### config.mk
export PLATFORM = sky130hd
export DESIGN_NAME = block_stream_gen
export DESIGN_NICKNAME = d
export VERILOG_FILES = /design/src/rtl/block_stream_gen.sv
export SDC_FILE = /design/constraint.sdc
export NUM_CORES = 1
export LEC_CHECK = 0
export ABC_AREA = 1
export BUFFER_PORTS_ARGS = -buffer_cell sky130_fd_sc_hd__clkbuf_2
export CAP_MARGIN = 25
export CORE_ASPECT_RATIO = 0.7
export CORE_MARGIN = 2
export CORE_UTILIZATION = 25
export DETAILED_ROUTE_END_ITERATION = 7
export PLACE_DENSITY = 0.48
export REMOVE_ABC_BUFFERS = 1
export SLEW_MARGIN = 25
export SYNTH_ARGS = -nofsm -noshare
export SYNTH_HDL_FRONTEND = slang
export SYNTH_SLANG_ARGS = --single-unit
### constraint.sdc
create_clock -name clk -period 2.66 [get_ports clk]
set_clock_uncertainty 0.05 [all_clocks]
set_input_delay 0.532 -clock clk [delete_from_list [all_inputs] [get_ports clk]]
set_output_delay 0.532 -clock clk [all_outputs]
set_load 0.05 [all_outputs]
### src/rtl/block_stream_gen.sv
// block_stream_gen: command-driven generator of an ASCII stream of nested
// "begin"/"end" keywords and free characters, one character per cycle.
// Keywords are always framed by spaces so a downstream block-balance checker
// sees clean token boundaries; the emitted nesting depth is tracked and
// illegal OPEN/CLOSE commands are consumed and flagged in a sticky error.
module block_stream_gen #(
    parameter int unsigned DEPTH_W = 8
) (
    input  logic               clk,
    input  logic               reset,
    input  logic               cmd_valid,
    output logic               cmd_ready,
    input  logic [1:0]         cmd_op,
    input  logic               cmd_upper,
    input  logic [7:0]         cmd_char,
    output logic               out_valid,
    output logic [7:0]         out_char,
    input  logic               out_ready,
    output logic [DEPTH_W-1:0] depth,
    output logic               balanced,
    output logic               err
);

    localparam logic [1:0] OP_OPEN  = 2'd0;
    localparam logic [1:0] OP_CLOSE = 2'd1;
    localparam logic [1:0] OP_CHAR  = 2'd2;

    localparam logic [DEPTH_W-1:0] DEPTH_MAX  = '1;
    localparam logic [DEPTH_W-1:0] DEPTH_ZERO = '0;

    localparam logic [7:0] ASCII_SPACE = 8'h20;
    localparam logic [7:0] CASE_OFFSET = 8'h20;

    typedef enum logic [2:0] {
        StIdle,
        StPreSp,
        StKey,
        StPostSp,
        StCh
    } state_e;

    state_e             state_q, state_d;
    logic [2:0]         idx_q, idx_d;
    logic               close_q, close_d;    // latched keyword: 1 = "end", 0 = "begin"
    logic               upper_q, upper_d;
    logic [7:0]         char_q, char_d;
    logic               last_sp_q, last_sp_d; // last emitted character was a boundary
    logic [DEPTH_W-1:0] depth_q, depth_d;
    logic               err_q, err_d;

    logic               accept;
    logic               handshake;
    logic               open_ok;
    logic               close_ok;
    logic [2:0]         last_idx;
    logic [7:0]         letter;

    // Lowercase keyword letter for the given keyword and letter index.
    function automatic logic [7:0] key_letter(input logic is_close, input logic [2:0] i);
        logic [7:0] c;
        c = 8'h00;
        if (is_close) begin
            case (i)
                3'd0:    c = 8'h65; // e
                3'd1:    c = 8'h6e; // n
                default: c = 8'h64; // d
            endcase
        end else begin
            case (i)
                3'd0:    c = 8'h62; // b
                3'd1:    c = 8'h65; // e
                3'd2:    c = 8'h67; // g
                3'd3:    c = 8'h69; // i
                default: c = 8'h6e; // n
            endcase
        end
        return c;
    endfunction

    assign cmd_ready = (state_q == StIdle);
    assign out_valid = (state_q != StIdle);
    assign accept    = cmd_valid & cmd_ready;
    assign handshake = out_valid & out_ready;
    assign open_ok   = (depth_q != DEPTH_MAX);
    assign close_ok  = (depth_q != DEPTH_ZERO);
    assign last_idx  = close_q ? 3'd2 : 3'd4;
    assign depth     = depth_q;
    assign balanced  = (depth_q == DEPTH_ZERO);
    assign err       = err_q;

    // Keyword letter with optional case folding; only meaningful in StKey.
    always_comb begin
        letter = key_letter(close_q, idx_q);
        if (upper_q) begin
            letter = letter - CASE_OFFSET;
        end
    end

    // Output character decoded purely from registered state and latched command.
    always_comb begin
        out_char = 8'h00;
        case (state_q)
            StPreSp:  out_char = ASCII_SPACE;
            StKey:    out_char = letter;
            StPostSp: out_char = ASCII_SPACE;
            StCh:     out_char = char_q;
            default:  out_char = 8'h00;
        endcase
    end

    // Next-state logic: command accept, token sequencing, depth and error tracking.
    always_comb begin
        state_d   = state_q;
        idx_d     = idx_q;
        close_d   = close_q;
        upper_d   = upper_q;
        char_d    = char_q;
        last_sp_d = last_sp_q;
        depth_d   = depth_q;
        err_d     = err_q;

        case (state_q)
            StIdle: begin
                if (accept) begin
                    case (cmd_op)
                        OP_OPEN: begin
                            if (open_ok) begin
                                depth_d = depth_q + 1'b1;
                                close_d = 1'b0;
                                upper_d = cmd_upper;
                                idx_d   = 3'd0;
                                state_d = last_sp_q ? StKey : StPreSp;
                            end else begin
                                err_d = 1'b1;
                            end
                        end
                        OP_CLOSE: begin
                            if (close_ok) begin
                                depth_d = depth_q - 1'b1;
                                close_d = 1'b1;
                                upper_d = cmd_upper;
                                idx_d   = 3'd0;
                                state_d = last_sp_q ? StKey : StPreSp;
                            end else begin
                                err_d = 1'b1;
                            end
                        end
                        OP_CHAR: begin
                            char_d  = cmd_char;
                            state_d = StCh;
                        end
                        default: begin
                            // Reserved op: consumed with no effect.
                        end
                    endcase
                end
            end
            StPreSp: begin
                if (handshake) begin
                    idx_d   = 3'd0;
                    state_d = StKey;
                end
            end
            StKey: begin
                if (handshake) begin
                    if (idx_q == last_idx) begin
                        state_d = StPostSp;
                    end else begin
                        idx_d = idx_q + 3'd1;
                    end
                end
            end
            StPostSp: begin
                if (handshake) begin
                    last_sp_d = 1'b1;
                    state_d   = StIdle;
                end
            end
            StCh: begin
                if (handshake) begin
                    last_sp_d = (char_q == ASCII_SPACE);
                    state_d   = StIdle;
                end
            end
            default: begin
                state_d = StIdle;
            end
        endcase
    end

    // State registers; reset aborts any token in flight immediately.
    always_ff @(posedge clk or posedge reset) begin
        if (reset) begin
            state_q   <= StIdle;
            idx_q     <= 3'd0;
            close_q   <= 1'b0;
            upper_q   <= 1'b0;
            char_q    <= 8'h00;
            last_sp_q <= 1'b1;
            depth_q   <= DEPTH_ZERO;
            err_q     <= 1'b0;
        end else begin
            state_q   <= state_d;
            idx_q     <= idx_d;
            close_q   <= close_d;
            upper_q   <= upper_d;
            char_q    <= char_d;
            last_sp_q <= last_sp_d;
            depth_q   <= depth_d;
            err_q     <= err_d;
        end
    end

endmodule

# [Yosys cells after proc, flatten, opt, wreduce, memory -nomap -nowiden]
# Index checks and enable logic that the tools add are counted.
[word_totals] register_bits=26 out_inout_bits=20 wordCells=97
[op_classes] addsub=4 eq_ne=28 n_mux=38 n_bitwise=2 reduce_logical=17
[op_table] cell="two-way mux 3 bit" n=13
[op_table] cell="two-way mux 8 bit" n=4
[op_table] cell="one-hot mux 8 bit (3 select lines)" n=1
[op_table] cell="inequality test 2 bit (second input constant)" n=10
[op_table] cell="one-hot mux 3 bit (3 select lines)" n=2
[op_table] cell="one-hot mux 4 bit (4 select lines)" n=1
[op_table] cell="one-hot mux 8 bit (2 select lines)" n=1
[op_table] cell="AND reduction 8 bit" n=2
[op_table] cell="equality test 3 x 2 -> 1 bit (second input constant)" n=4
[op_table] cell="one-hot mux 3 bit (4 select lines)" n=1
[op_table] cell="AND reduction 5 bit" n=2
[op_table] cell="adder 8 x 1 -> 8 bit (second input constant)" n=1
[op_table] cell="equality test 8 x 6 -> 1 bit (second input constant)" n=1
[op_table] cell="zero test 8 bit" n=1
[op_table] cell="two-way mux 1 bit" n=8
[op_table] cell="inequality test 8 bit (second input constant)" n=1
[op_table] cell="one-hot mux 1 bit (2 select lines)" n=4
[op_table] cell="one-hot mux 4 bit (2 select lines)" n=1
[op_table] cell="nonzero test 8 bit" n=1
[op_table] cell="subtractor 8 x 1 -> 8 bit (second input constant)" n=1
[op_table] cell="subtractor 8 x 6 -> 8 bit (second input constant)" n=1
[op_table] cell="equality test 3 x 1 -> 1 bit (second input constant)" n=2
[op_table] cell="zero test 3 bit" n=2
[op_table] cell="inequality test 3 bit (second input constant)" n=2
[op_table] cell="16 further kinds" n=22

# [Depth between registers and ports, before layout]
[depth] word_depth=6 mapped_depth=15

# [Least setup slack after synthesis]
# OpenSTA, ideal clock, no wires.
[synth_timing] path_kind="register to output" startpoint="register idx_q[1]" endpoint="output port out_char[0]" arrival_ns=2.053 path_slack_ns=0.025 path_stages_with_launch=7 cell_sequence="dfrtp_1 > inv_1 > ha_1 > inv_1 > nor2_1 > a211oi_1 > o32ai_1"
[synth_between] elab_chain_len=6 elab_cells_between_ends=10 cone_classes="add/sub (1); eq/ne (3); mux (5); reduce/logical (1)"
[synth_rtl] element="from (decl)" line="43" source="logic [2:0] idx_q, idx_d;"
[synth_rtl] element="from (signal assigned)" line="204" source="idx_q <= idx_d;"
[synth_rtl] element="equality test 3 x 2 -> 1 bit (tied with other cells)" line="69" source="case (i)"
[synth_rtl] element="one-hot mux 4 bit (4 select lines) / one-hot mux 4 bit (2 select lines) (equally long branches)" line="69, 63"
[synth_rtl] element="two-way mux 8 bit (*)" line="62" source="if (is_close) begin"
[synth_rtl] element="subtractor 8 x 6 -> 8 bit" line="95" source="letter = letter - CASE_OFFSET;"
[synth_rtl] element="two-way mux 8 bit (*)" line="94" source="if (upper_q) begin"
[synth_rtl] element="one-hot mux 8 bit (3 select lines) (*)" line="102" source="case (state_q)"
[synth_rtl] element="to (decl)" line="17" source="output logic [7:0] out_char,"
# Mark *: on every way between the ends. The rest lies on a longest branch, timed or not.

# [Worst setup path in the final report]
# Same ends and word-level chain as after synthesis.

==> reports/metrics.csv <==
stage;metric;value;unit
clock_network;TritonCTS clock tree;built;
clock_network;clk sinks;26;
placed_design;dpl hpwl;3865;µm
placed_design;GP Congestion;0.8426;
pwr;worst vdd ir;425.1;µV
clock_network;root buf cell;clkbuf_8;
clock_network;post-cts gate resize count;0;
timing;RSZ-0062 raised after global routing;false;
detailed_routing;drt wl/cell;12.65;µm
global_route;GRT overflow;0;
setup_path;biggest cell delay along the critical path;0.48;ns
setup_path;Setup crit end kind;primary output;
synth;Yosys top cell by area;dfrtp_1;
detailed_routing;vias;1779;
floorplanning;Horiz. Die Dim;106.1;µm
global_route;first-pass GRT wire length;7907;µm
setup_path;slowest cell on the critical path;dfrtp_1;
finish;most frequent cells in the layout;nand2_1 (77), inv_1 (37), clkbuf_2 (34);
synth;sequential cell area fraction in the yosys report;0.3571;
setup_path;Worst Path Arrival;1.87;ns
finish;P&R area growth vs syn;18.64;%
timing;Max Slew Vio Count;0;
clock_network;H-tree depth;1;
setup_path;Worst Reg-to-Reg Cells;8;
synth;Synth cell types;35;
finish;Final #Nets;319;
synth;Post-Syn Instances;262;
floorplanning;I/O pin total;35;
detailed_routing;Post-Route WL;4997;µm
setup_path;maximum fanout along the worst path;7;
finish;area of the multi-input gates;982.2;µm²
timing;Final setup viols;0;
floorplanning;Initial Util;0.2539;
synth;Syn Area/Cell;6.968;µm²
synth;Synth top area share;0.3427;
floorplanning;die area;8013;µm²
clock_network;TritonCTS Buffers;3;
setup_path;kind of start point of the critical path;register;
detailed_routing;drt via density;4.504;
synth;Synth Register Bits;26;
timing;final hold vios;0;
timing;worst hold slack;0.2198;ns
global_route;vias in the first global route;1590;
synth;Mapped Area;1826;µm²
placed_design;number of port buffers;34;
floorplanning;Rows;26;
detailed_routing;Residual DRC;0;
clock_network;Hold Buf Count CTS;0;
finish;antenna cells;0;
synth;synth top area cells;dfrtp_1 (34%), nand2_1 (16%), inv_1 (7.6%);
pwr;Power per Cell Area;1284;nW/µm²
run;max-cap violations;0;
finish;commonest non-fill, non-tap cell in the layout;nand2_1;
pwr;P_leak;0.001117;µW
detailed_routing;post-route ant nets;0;
floorplanning;Core ar.;7189;µm²
finish;FF+latch area;651.9;µm²
floorplanning;Die Span Y;75.50;µm
detailed_routing;Iter 0 DRT Violations;100;
finish;Filler cells;807;
timing;post-layout min period;2.454;ns
global_route;antenna violations before repair;0;
detailed_routing;TritonRoute pass-1 iters;4;
global_route;total track usage;0.1264;
setup_path;crit path kind;reg2out;
setup_path;most used cell, CP;inv_1;
timing;Period Utilization, post-route;0.9226;
finish;fraction of layout cells with a size suffix above 1;0.1886;
clock_network;Longest Clk Path Bufs;2;
timing;Fin Setup TNS;0;ns
timing;Fmax achieved;407.5;MHz
outcome;status;finished clean;
timing;Slew headroom;0.6219;
clock_network;Worst-path clk slew;0.10;ns
clock_network;clk_lat worst skew;0.28;ns
setup_path;R2R Path End;state_q[0];
clock_network;postcts setup bufs;0;
hold_path;HP Class;in2async;
setup_path;Reg-to-Reg Start;state_q[0];
setup_path;critical-path cell list;inv_1 -> ha_1 -> inv_1 -> nor2_1 -> a211oi_1 -> o32ai_1 -> clkbuf_2;
setup_path;R2R setup slack;0.79;ns
global_route;pin count of the biggest net entering global routing;27;
synth;yosys warns;0;
timing;worst slew pin tran;0.5665;ns
setup_path;Critical Path RT;2.08;ns
[final cells by class]
class	instances	share of cell area
inverters	40	0.07395
repair buffers	35	0.08203
well taps	98	0.05661
multi-input cells	192	0.4535
clock inverters	1	0.01386
clock buffers	3	0.01906
flip-flops and latches	26	0.3010
[cells in the mapped netlist]
cell and count:
a211oi_1 1, a21oi_1 4, a31oi_1 2, buf_2 1, buf_6 2, clkbuf_1 1
clkinv_4 1, dfrtp_1 25, dfstp_2 1, ha_1 6, inv_1 37, inv_4 2
nand2_1 77, nand2_2 1, nand2_4 2, nand3_1 27, nand3_2 1, nand3_4 1
nand3b_1 2, nor2_1 20, nor2_2 3, nor2_4 1, nor3_1 4, nor4_1 1
o211ai_1 1, o21ai_0 21, o21ai_1 2, o21ai_2 3, o21bai_1 1, o21bai_2 1
o221ai_1 1, o22ai_1 5, o32ai_1 1, or2_0 1, xor2_1 2
[worst max path at each step]
stage	start	to	slack, ns
final	idx_q[1]	out_char[0]	0.21
after global routing	idx_q[1]	out_char[0]	0.11
after CTS	idx_q[1]	out_char[0]	0.21
after detailed placement	idx_q[1]	out_char[0]	0.54
after global placement	cmd_op[0]	state_q[0]	0.56
after floorplan	idx_q[1]	out_char[0]	0.02
[through the flow]
step,util,std cells,worst slack (ns),total power (µW),area [µm²]
floorplan,-,258,0.02496,2015,1794
global placement,0.2913,391,0.5564,2452,2095
detailed placement,0.2913,391,0.5417,2440,2095
CTS,0.3013,395,0.2071,2798,2166
global route,0.3013,395,0.1075,3020,2166
finish,0.3013,395,0.2058,2780,2166
[routing by layer]
| layer | track usage | vias up | share of wire |
|---|---|---|---|
| li1 | - | 924 | - |
| met1 | 0.1963 | 811 | 0.54 |
| met2 | 0.1838 | 42 | 0.40 |
| met3 | 0.02224 | 2 | 0.054 |
| met4 | 0.02193 | 0 | 0.0018 |
| met5 | 0 | - | 0 |
[registers in the layout, indices dropped and copies added, names as in the netlist]
register,count
char_q,8
close_q,1
depth,8
err,1
idx_q,3
last_sp_q,1
state_q,3
upper_q,1
[worst max-delay path, delay by kind of cell (launching register included)]
family | cells | cell delay, ns
buffers and inverters | 3 | 0.50
and+or+nand+nor | 1 | 0.11
adders and majority gates | 1 | 0.17
DFF | 1 | 0.48
AOI/OAI and AO/OA | 2 | 0.34
[power by group]
group / switching, µW / total [µW] / leakage [µW] / internal (µW)
Sequential: 179 / 757 / 0.000319 / 578
Combinational: 1240 / 1680 / 0.000762 / 442
Clock: 144 / 346 / 0.0000357 / 202
Total: 1560 / 2780 / 0.00112 / 1220
[logic make-up after synthesis]
kind of cell / count (synthesis) / synth area share
simple gates: 141 / 0.3468
buf+inv: 44 / 0.1049
compound gates: 43 / 0.1405
flops: 26 / 0.3571
fa+ha+maj: 6 / 0.04112
xor+xnor: 2 / 0.009597
Note: power is estimated with default switching activity, not from simulation.
